===== src/rtl/bitmap_line_scheduler.sv =====
// bitmap_line_scheduler
// Fetches one bitmap line per request from a single-port 1-bit ROM into the
// back half of a ping-pong line buffer. Scanout reads the front half at pixel
// rate without touching the ROM. Display lags requests by one line.
//
// Optional feature macro: BITMAP_SCHED_BLANK_EN
//   defined     : line_y >= HEIGHT fetches a blank line (rom_y held at 0,
//                 every written pixel forced to 0)
//   not defined : rom_y = line_y mod HEIGHT (bitmap repeats vertically)
//
// Ports:
//   clk          single clock, rising edge
//   rst_n        synchronous active-low reset
//   line_start   one-cycle pulse: swap buffers, start fetching line_y
//   line_y       line to fetch, sampled with line_start
//   rom_x/rom_y  ROM address (owned exclusively by this block)
//   rom_pixel    ROM data, valid one cycle after the address
//   rd_x         scanout pixel index
//   rd_pixel     registered front-buffer pixel at rd_x
//   fetch_busy   back-buffer fill in progress
//   overrun      sticky: line_start arrived before the fetch completed
//   overrun_clr  clears overrun (a simultaneous set wins)
module bitmap_line_scheduler #(
  parameter int unsigned ADDR_WIDTH = 10,
  parameter int unsigned WIDTH      = 256,
  parameter int unsigned HEIGHT     = 128
) (
  input  logic                  clk,
  input  logic                  rst_n,
  input  logic                  line_start,
  input  logic [ADDR_WIDTH-1:0] line_y,
  output logic [ADDR_WIDTH-1:0] rom_x,
  output logic [ADDR_WIDTH-1:0] rom_y,
  input  logic                  rom_pixel,
  input  logic [ADDR_WIDTH-1:0] rd_x,
  output logic                  rd_pixel,
  output logic                  fetch_busy,
  output logic                  overrun,
  input  logic                  overrun_clr
);

  localparam int unsigned XW = (WIDTH > 1) ? $clog2(WIDTH) : 1;

  typedef enum logic [1:0] {
    IDLE  = 2'd0,
    FETCH = 2'd1,
    DRAIN = 2'd2
  } state_t;

  state_t                  state, state_d;
  logic [ADDR_WIDTH-1:0]   rom_x_d, rom_y_d;
  logic                    front, front_d;
  logic                    front_valid, front_valid_d;
  logic                    back_done, back_done_d;
  logic                    busy_d;
  logic                    overrun_d;
  logic                    wr_valid, wr_valid_d;
  logic [XW-1:0]           wr_x;
  logic                    wr_en_c;
  logic                    wr_data_c;
  logic                    back_sel_c;
  logic                    rd_in_range_c;
  logic                    line_buf [2][WIDTH];

`ifdef BITMAP_SCHED_BLANK_EN
  logic                    blank, blank_d;
`endif

  // Next-state and next-register values; line_start overrides everything,
  // including a fetch in progress (abort).
  always_comb begin
    state_d       = state;
    rom_x_d       = rom_x;
    rom_y_d       = rom_y;
    front_d       = front;
    front_valid_d = front_valid;
    back_done_d   = back_done;
    busy_d        = fetch_busy;
    overrun_d     = overrun & ~overrun_clr;
    wr_valid_d    = 1'b0;
`ifdef BITMAP_SCHED_BLANK_EN
    blank_d       = blank;
`endif

    case (state)
      IDLE: begin
      end
      FETCH: begin
        // rom_x presented this cycle returns next cycle; remember it for the write.
        wr_valid_d = 1'b1;
        if (rom_x == ADDR_WIDTH'(WIDTH - 1)) begin
          state_d = DRAIN;
        end else begin
          rom_x_d = rom_x + ADDR_WIDTH'(1);
        end
      end
      DRAIN: begin
        state_d     = IDLE;
        back_done_d = 1'b1;
        busy_d      = 1'b0;
      end
      default: begin
        state_d = IDLE;
      end
    endcase

    if (line_start) begin
      if (state != IDLE) begin
        overrun_d = 1'b1;
      end
      front_d       = ~front;
      // An aborted fetch never set back_done, so the new front is invalid.
      front_valid_d = (state == IDLE) ? back_done : 1'b0;
      back_done_d   = 1'b0;
      rom_x_d       = '0;
      state_d       = FETCH;
      busy_d        = 1'b1;
      wr_valid_d    = 1'b0;
`ifdef BITMAP_SCHED_BLANK_EN
      if (line_y >= ADDR_WIDTH'(HEIGHT)) begin
        rom_y_d = '0;
        blank_d = 1'b1;
      end else begin
        rom_y_d = line_y;
        blank_d = 1'b0;
      end
`else
      rom_y_d = line_y % ADDR_WIDTH'(HEIGHT);
`endif
    end
  end

  // State and control registers.
  always_ff @(posedge clk) begin
    if (!rst_n) begin
      state       <= IDLE;
      rom_x       <= '0;
      rom_y       <= '0;
      front       <= 1'b0;
      front_valid <= 1'b0;
      back_done   <= 1'b0;
      fetch_busy  <= 1'b0;
      overrun     <= 1'b0;
      wr_valid    <= 1'b0;
      wr_x        <= '0;
`ifdef BITMAP_SCHED_BLANK_EN
      blank       <= 1'b0;
`endif
    end else begin
      state       <= state_d;
      rom_x       <= rom_x_d;
      rom_y       <= rom_y_d;
      front       <= front_d;
      front_valid <= front_valid_d;
      back_done   <= back_done_d;
      fetch_busy  <= busy_d;
      overrun     <= overrun_d;
      wr_valid    <= wr_valid_d;
      wr_x        <= rom_x[XW-1:0];
`ifdef BITMAP_SCHED_BLANK_EN
      blank       <= blank_d;
`endif
    end
  end

  // Back-buffer write; the pending pixel of an aborted or reset fetch is dropped.
  assign back_sel_c = ~front;
  assign wr_en_c    = wr_valid & ~line_start & rst_n;
`ifdef BITMAP_SCHED_BLANK_EN
  assign wr_data_c  = rom_pixel & ~blank;
`else
  assign wr_data_c  = rom_pixel;
`endif

  always_ff @(posedge clk) begin
    if (wr_en_c) begin
      line_buf[back_sel_c][wr_x] <= wr_data_c;
    end
  end

  // Scanout read from the front buffer, registered.
  assign rd_in_range_c = (rd_x < ADDR_WIDTH'(WIDTH));

  always_ff @(posedge clk) begin
    if (!rst_n) begin
      rd_pixel <= 1'b0;
    end else begin
      rd_pixel <= front_valid & rd_in_range_c & line_buf[front][rd_x[XW-1:0]];
    end
  end

endmodule


===== config.mk =====
export PLATFORM = sky130hd
export DESIGN_NAME = bitmap_line_scheduler
export DESIGN_NICKNAME = d
export VERILOG_FILES = /design/src/rtl/bitmap_line_scheduler.sv
export SDC_FILE = /design/constraint.sdc
export NUM_CORES = 1
export LEC_CHECK = 0
export CAP_MARGIN = 30
export CELL_PAD_IN_SITES_DETAIL_PLACEMENT = 0
export CELL_PAD_IN_SITES_GLOBAL_PLACEMENT = 2
export CORE_MARGIN = 2
export CORE_UTILIZATION = 42
export CTS_BUF_LIST = sky130_fd_sc_hd__clkbuf_4 sky130_fd_sc_hd__clkbuf_8
export DETAILED_ROUTE_END_ITERATION = 10
export MAX_ROUTING_LAYER = met4
export PLACE_DENSITY = 0.84
export REMOVE_ABC_BUFFERS = 1
export SETUP_SLACK_MARGIN = 0.5
export SLEW_MARGIN = 20
export SYNTH_ARGS = -nofsm -noshare
export SYNTH_HDL_FRONTEND = slang
export SYNTH_SLANG_ARGS = --single-unit

===== constraint.sdc =====
create_clock -name clk -period 2.22 [get_ports clk]
set_clock_uncertainty 0.1 [all_clocks]
set_input_delay 0.444 -clock clk [delete_from_list [all_inputs] [get_ports clk]]
set_output_delay 0.444 -clock clk [all_outputs]
set_load 0.05 [all_outputs]

* After elaboration in Yosys (flattened, before gate mapping)
Memories as Yosys holds them, arrays and structs flattened. A register that Yosys moved wholly into a read port is not among the register bits. Cells that the tools add are included.
Storage, ports and cells: flip-flop bits (word level) 34, latch bits 0, output and inout bits 23, memories kept 1, bits in writable memories 512, bits in read-only memories 0
Memories:
- line_buf | depth 2, bits a word 256, rd ports 1, clocked after Yosys merged registers in 1, write ports 1, line 63 | logic line_buf [2][WIDTH];
Operators by class: $add $sub $neg 1, multipliers 0, shifts and indexed selects 0, reduce and logical (&&, ||, !) cells 8, multiplexer cells 18, divide/modulo/power cells 0, bitwise operators 13, order comparisons 4, eq/ne operators 6
Operators with widths (count):
- $mux W256 | 1
- $ge A9 B9 Y1 const B | 2
- $not A8 Y9 | 2
- $mux W1 | 13
- $add A10 B1 Y10 const B | 1
- $eq A10 B8 Y1 const B | 1
- $lt A10 B9 Y1 const B | 1
- $lt A9 B1 Y1 const B | 1
- $bmux W1 S8 | 1
- $demux W1 S8 | 1
- $not A1 Y1 | 6
- $reduce_and A2 Y1 | 3
- $and A1 B1 Y1 | 5
- $ne A2 B2 Y1 const B | 2
- $pmux W2 S2 | 1
- $reduce_bool A2 Y1 | 2
- $ne A3 B3 Y1 const B | 1
- $eq A2 B1 Y1 const B | 1
- $eq A2 B2 Y1 const B | 1
- $logic_not A2 Y1 | 1
- $mux W2 | 1
- $reduce_or A2 Y1 | 1
- $logic_and A1 B1 Y1 | 1

* Longest topological paths before layout
depth in word-level cells 6, depth in mapped cells 11, mapped depth without buffers 7

* Least setup slack after synthesis
OpenSTA, ideal clock, no wires.
path kind input-to-reg, from input port rd_x[0], to register rd_pixel, cell stages on the path 9, setup time 0.131 ns, setup slack -0.107 ns, data required time 1.989 ns, path buffers 4, arrival time 2.096 ns, cell sequence buf_2 buf_2 buf_4 buf_2 mux4_2 a32oi_1 o21ai_0 o41ai_1 o22ai_1
On the way: word-level cells in the longest chain between the ends 5, elaborated cells between the ends (all ways) 7, classes of those cells order compare (1); mux (3); bitwise (3)
RTL lines:
- start, declared | line 35 | input logic [ADDR_WIDTH-1:0] rd_x,
- $not A8 Y9 (not written as such) | line 188 | rd_pixel <= front_valid & rd_in_range_c & line_buf[front][rd_x[XW-1:0]];
- $bmux W1 S8 | line 188
- $mux W1 (not written as such) (2 in a row) | line 188
- $and A1 B1 Y1 (*) | line 188
- end signal, assigned | line 188
- end, declared | line 36 | output logic rd_pixel,
Mark *: on every way between the ends. The rest lies on a longest branch, timed or not. The select of a mux whose other input is x is not followed. A chain may end at the register's enable or synchronous reset.

==> results.toml <==
[clock_tree]
cts_tree = "yes"
clockRootBuffer = "clkbuf_8"
clock_path_buffers = 3
clk_pin_slew_ps = 60
cts_buffers = 90
clock_latency_ps = 680
cts_max_level = 3
ctsHoldBuffers = 0
clock_sinks = 547

[setup_path]
critical-path-max-stage-delay_ps = 570
cp.arrival_ps = 3010
critical_path.slowest_cell = "mux4_1"
path_cells = "buf_12 -> mux4_1 -> mux2_2 -> or3_1 -> nand3_1 -> o311ai_1 -> nand2_2 -> o22ai_1"
crit_fanout = 6
worstSetupEndpoint = "rd_pixel"
ff2ff_setup_slack_ps = -330
required_ps = 2690
end_kind = "flop"
reg2reg_depth = 8
path_class = "reg2reg"
startpoint_type = "flop"
reg2reg_to = "rd_pixel"

[pwr]
ir_drop_v = 0.000461
power-per-cell-area_nw_per_um2 = 643
p_leak_nw = 10.3

[yosys]
synth-adder-area-share = 0.000524
synthDistinctLibCells = 69
seq_area_frac_synth = 0.673
yosysTopAreaCellShare = 0.644
synth_area_leader_cell = "edfxtp_1"
synth_area_um2 = 23900
synth-edff-count = 512
synthMuxAreaShare = 0.122
syn_area_per_cell_um2 = 13.7
synth-main-ff-cell = "edfxtp_1"
yosysWarnings = 0
synth_xor_area_frac = 0.00367
synth_cells = 1747
synth_top_family_by_area = "simple AND/OR/NAND/NOR gates"
synth_compound_area_frac = 0.0364
yosys-top-cells-area = "edfxtp_1 (64%), nor2_1 (8.5%), mux4_2 (8.0%)"
synth_seq_cells = 547
yosys.area_share.simple = 0.132
synthArstFlopShare = 0

[timing]
fin_hold_ws_ps = 83.7
maxSlewViolCount = 0
worst_pin_slew_ps = 836
grt_setup_unrepaired = "yes"
max_slew_margin = 0.441
fin_crit_sh = 1.15
hold_viol = 0
fin_crit_ps = 2550
setup_viol = 1
clock.fmax_mhz = 393
setup_slack_ps = -325

[floorplanning]
die_area_um2 = 58800
initial_utilization = 0.424
fp.dieH_um = 242
io_pins = 48
core-area_um2 = 56300
dieWidth_um = 242
rows = 87

[route]
vias = 16900
ant_nets = 0
drt_wl_total_um = 77500
drc_errors = 0
viasPerCell = 5.85
first_pass_iters = 5
drt_iter0_drc = 2265
wl_per_cell_um = 26.9

[layout]
syn2layout_area_growth_pct = 40.7
seqCellArea_um2 = 16100
multiInputGateArea_um2 = 9990
layout_common_cells = "edfxtp_1 (512), nor2_4 (338), nor2_1 (192), buf_4 (155), clkbuf_8 (97)"
nNetsFinal = 2084
final.fill_count = 4121
final_common_cell = "edfxtp_1"
drive_gt1_frac = 0.469
final_core_util = 0.597

[outcome]
failed_checks = "negative setup slack"
status = "complete, but fails checks"

[hold_path]
holdPathStages = 1
min_path_type = "in2reg"

[placement]
place_congestion = 0.832
hpwlAfterDp_um = 36900
io_buffers = 41

[global_routing]
grt_pass1_wl_um = 108000
grtUsageTotal = 0.259
grt_max_degree = 135
grt_pass1_vias = 16500
antenna_found_initial = 1
grt_overflow = 0

[job]
max_cap_violations = 0
## metal layers
layer  track usage  up-vias  part of all wire
met2         0.399      943              0.47
met3        0.0470      194              0.10
li1              -     7113                 -
met1         0.340     8627              0.39
met4         0.104        0             0.048
met5             -        -                 0
## critical path: cells and delay by family, from the launching register on
family	cells	cell delay, ps
muxes	2	870
DFF	1	440
buffers and inverters	1	160
AOI/OAI and AO/OA	2	280
and+or+nand+nor	3	570
## repair_timing
action / in CTS / in global routing
endpoints found under the setup margin: 540 / 539
gates resized for setup: 675 / 384
setup buffers: 50 / 32
pin swaps: 181 / 180
cloned: 36 / 11
## cell usage after synthesis, drive strengths merged (9+ instances only)
| cell type | instances |
|---|---|
| mux4 | 94 |
| edfxtp | 512 |
| a22oi | 26 |
| or3 | 9 |
| dfxtp | 35 |
| nor2 | 543 |
| o22ai | 11 |
| o21ai | 13 |
| nand2 | 70 |
| mux2i | 72 |
| nand4 | 12 |
| nor2b | 28 |
| clkbuf | 86 |
| nand3 | 35 |
| buf | 54 |
| o221ai | 11 |
| and2 | 15 |
| nor3 | 10 |
| a21oi | 15 |
## per-stage QoR
| stage | setup WS [ps] | power (mW) | cell area (µm²) | setup TNS [ps] | cells |
|---|---|---|---|---|---|
| 2_1_floorplan | -5160 | 12.3 | 23100 | -80660 | 1609 |
| 4_1_cts | -256 | 21.6 | 31600 | -256 | 2840 |
| 5_1_grt | -388 | 22.2 | 33600 | -388 | 2884 |
| 6_report | -325 | 21.6 | 33600 | -325 | 2884 |
| 3_3_place_gp | -789 | 13.0 | 26500 | -196830 | 2593 |
| 3_5_place_dp | -818 | 13.0 | 26500 | -230800 | 2593 |
## registers in the layout, indices dropped and copies added, names as in the netlist, named ones only
register	flops
line_buf	512
rom_y	7
front	1
back_done	1
fetch_busy	1
rom_x	10
front_valid	1
wr_x	8
state	2
overrun	1
rd_pixel	1
wr_valid	1
## final cells by class
type                            count  share of cell area
Tap cell                          756              0.0282
Clock inverter                     33             0.00510
Timing Repair Buffer              357               0.141
Antenna cell                        1           0.0000745
Sequential cell                   547               0.481
Inverter                            8            0.000968
Multi-Input combinational cell   1054               0.297
Clock buffer                      128              0.0467
## worst min-delay path by stage
stage	from	to
3_5_place_dp	back_done	back_done
6_report	rom_pixel	line_buf[1][159]
3_3_place_gp	back_done	back_done
2_1_floorplan	back_done	back_done
4_1_cts	rom_pixel	line_buf[0][156]
5_1_grt	rom_pixel	line_buf[0][159]
## where the power goes
group | internal [mW] | leakage, nW | switching (mW)
sequential | 11.3 | 4.90 | 0.0272
clock | 4.64 | 0.921 | 4.05
combinational | 0.747 | 4.45 | 0.869
## cells by family (layout without fill, tap and decap cells)
kind of cell / after synthesis / after routing
AOI/OAI and AO/OA: 118 / 118
xor gates and xnor gates: 10 / 10
adders and majority gates: 1 / 1
buffers and inverters: 148 / 526
DFF: 547 / 547
muxes: 169 / 169
other: 1 / 4
and+or+nand+nor: 753 / 753
Note: power is estimated with default switching activity, not from simulation.
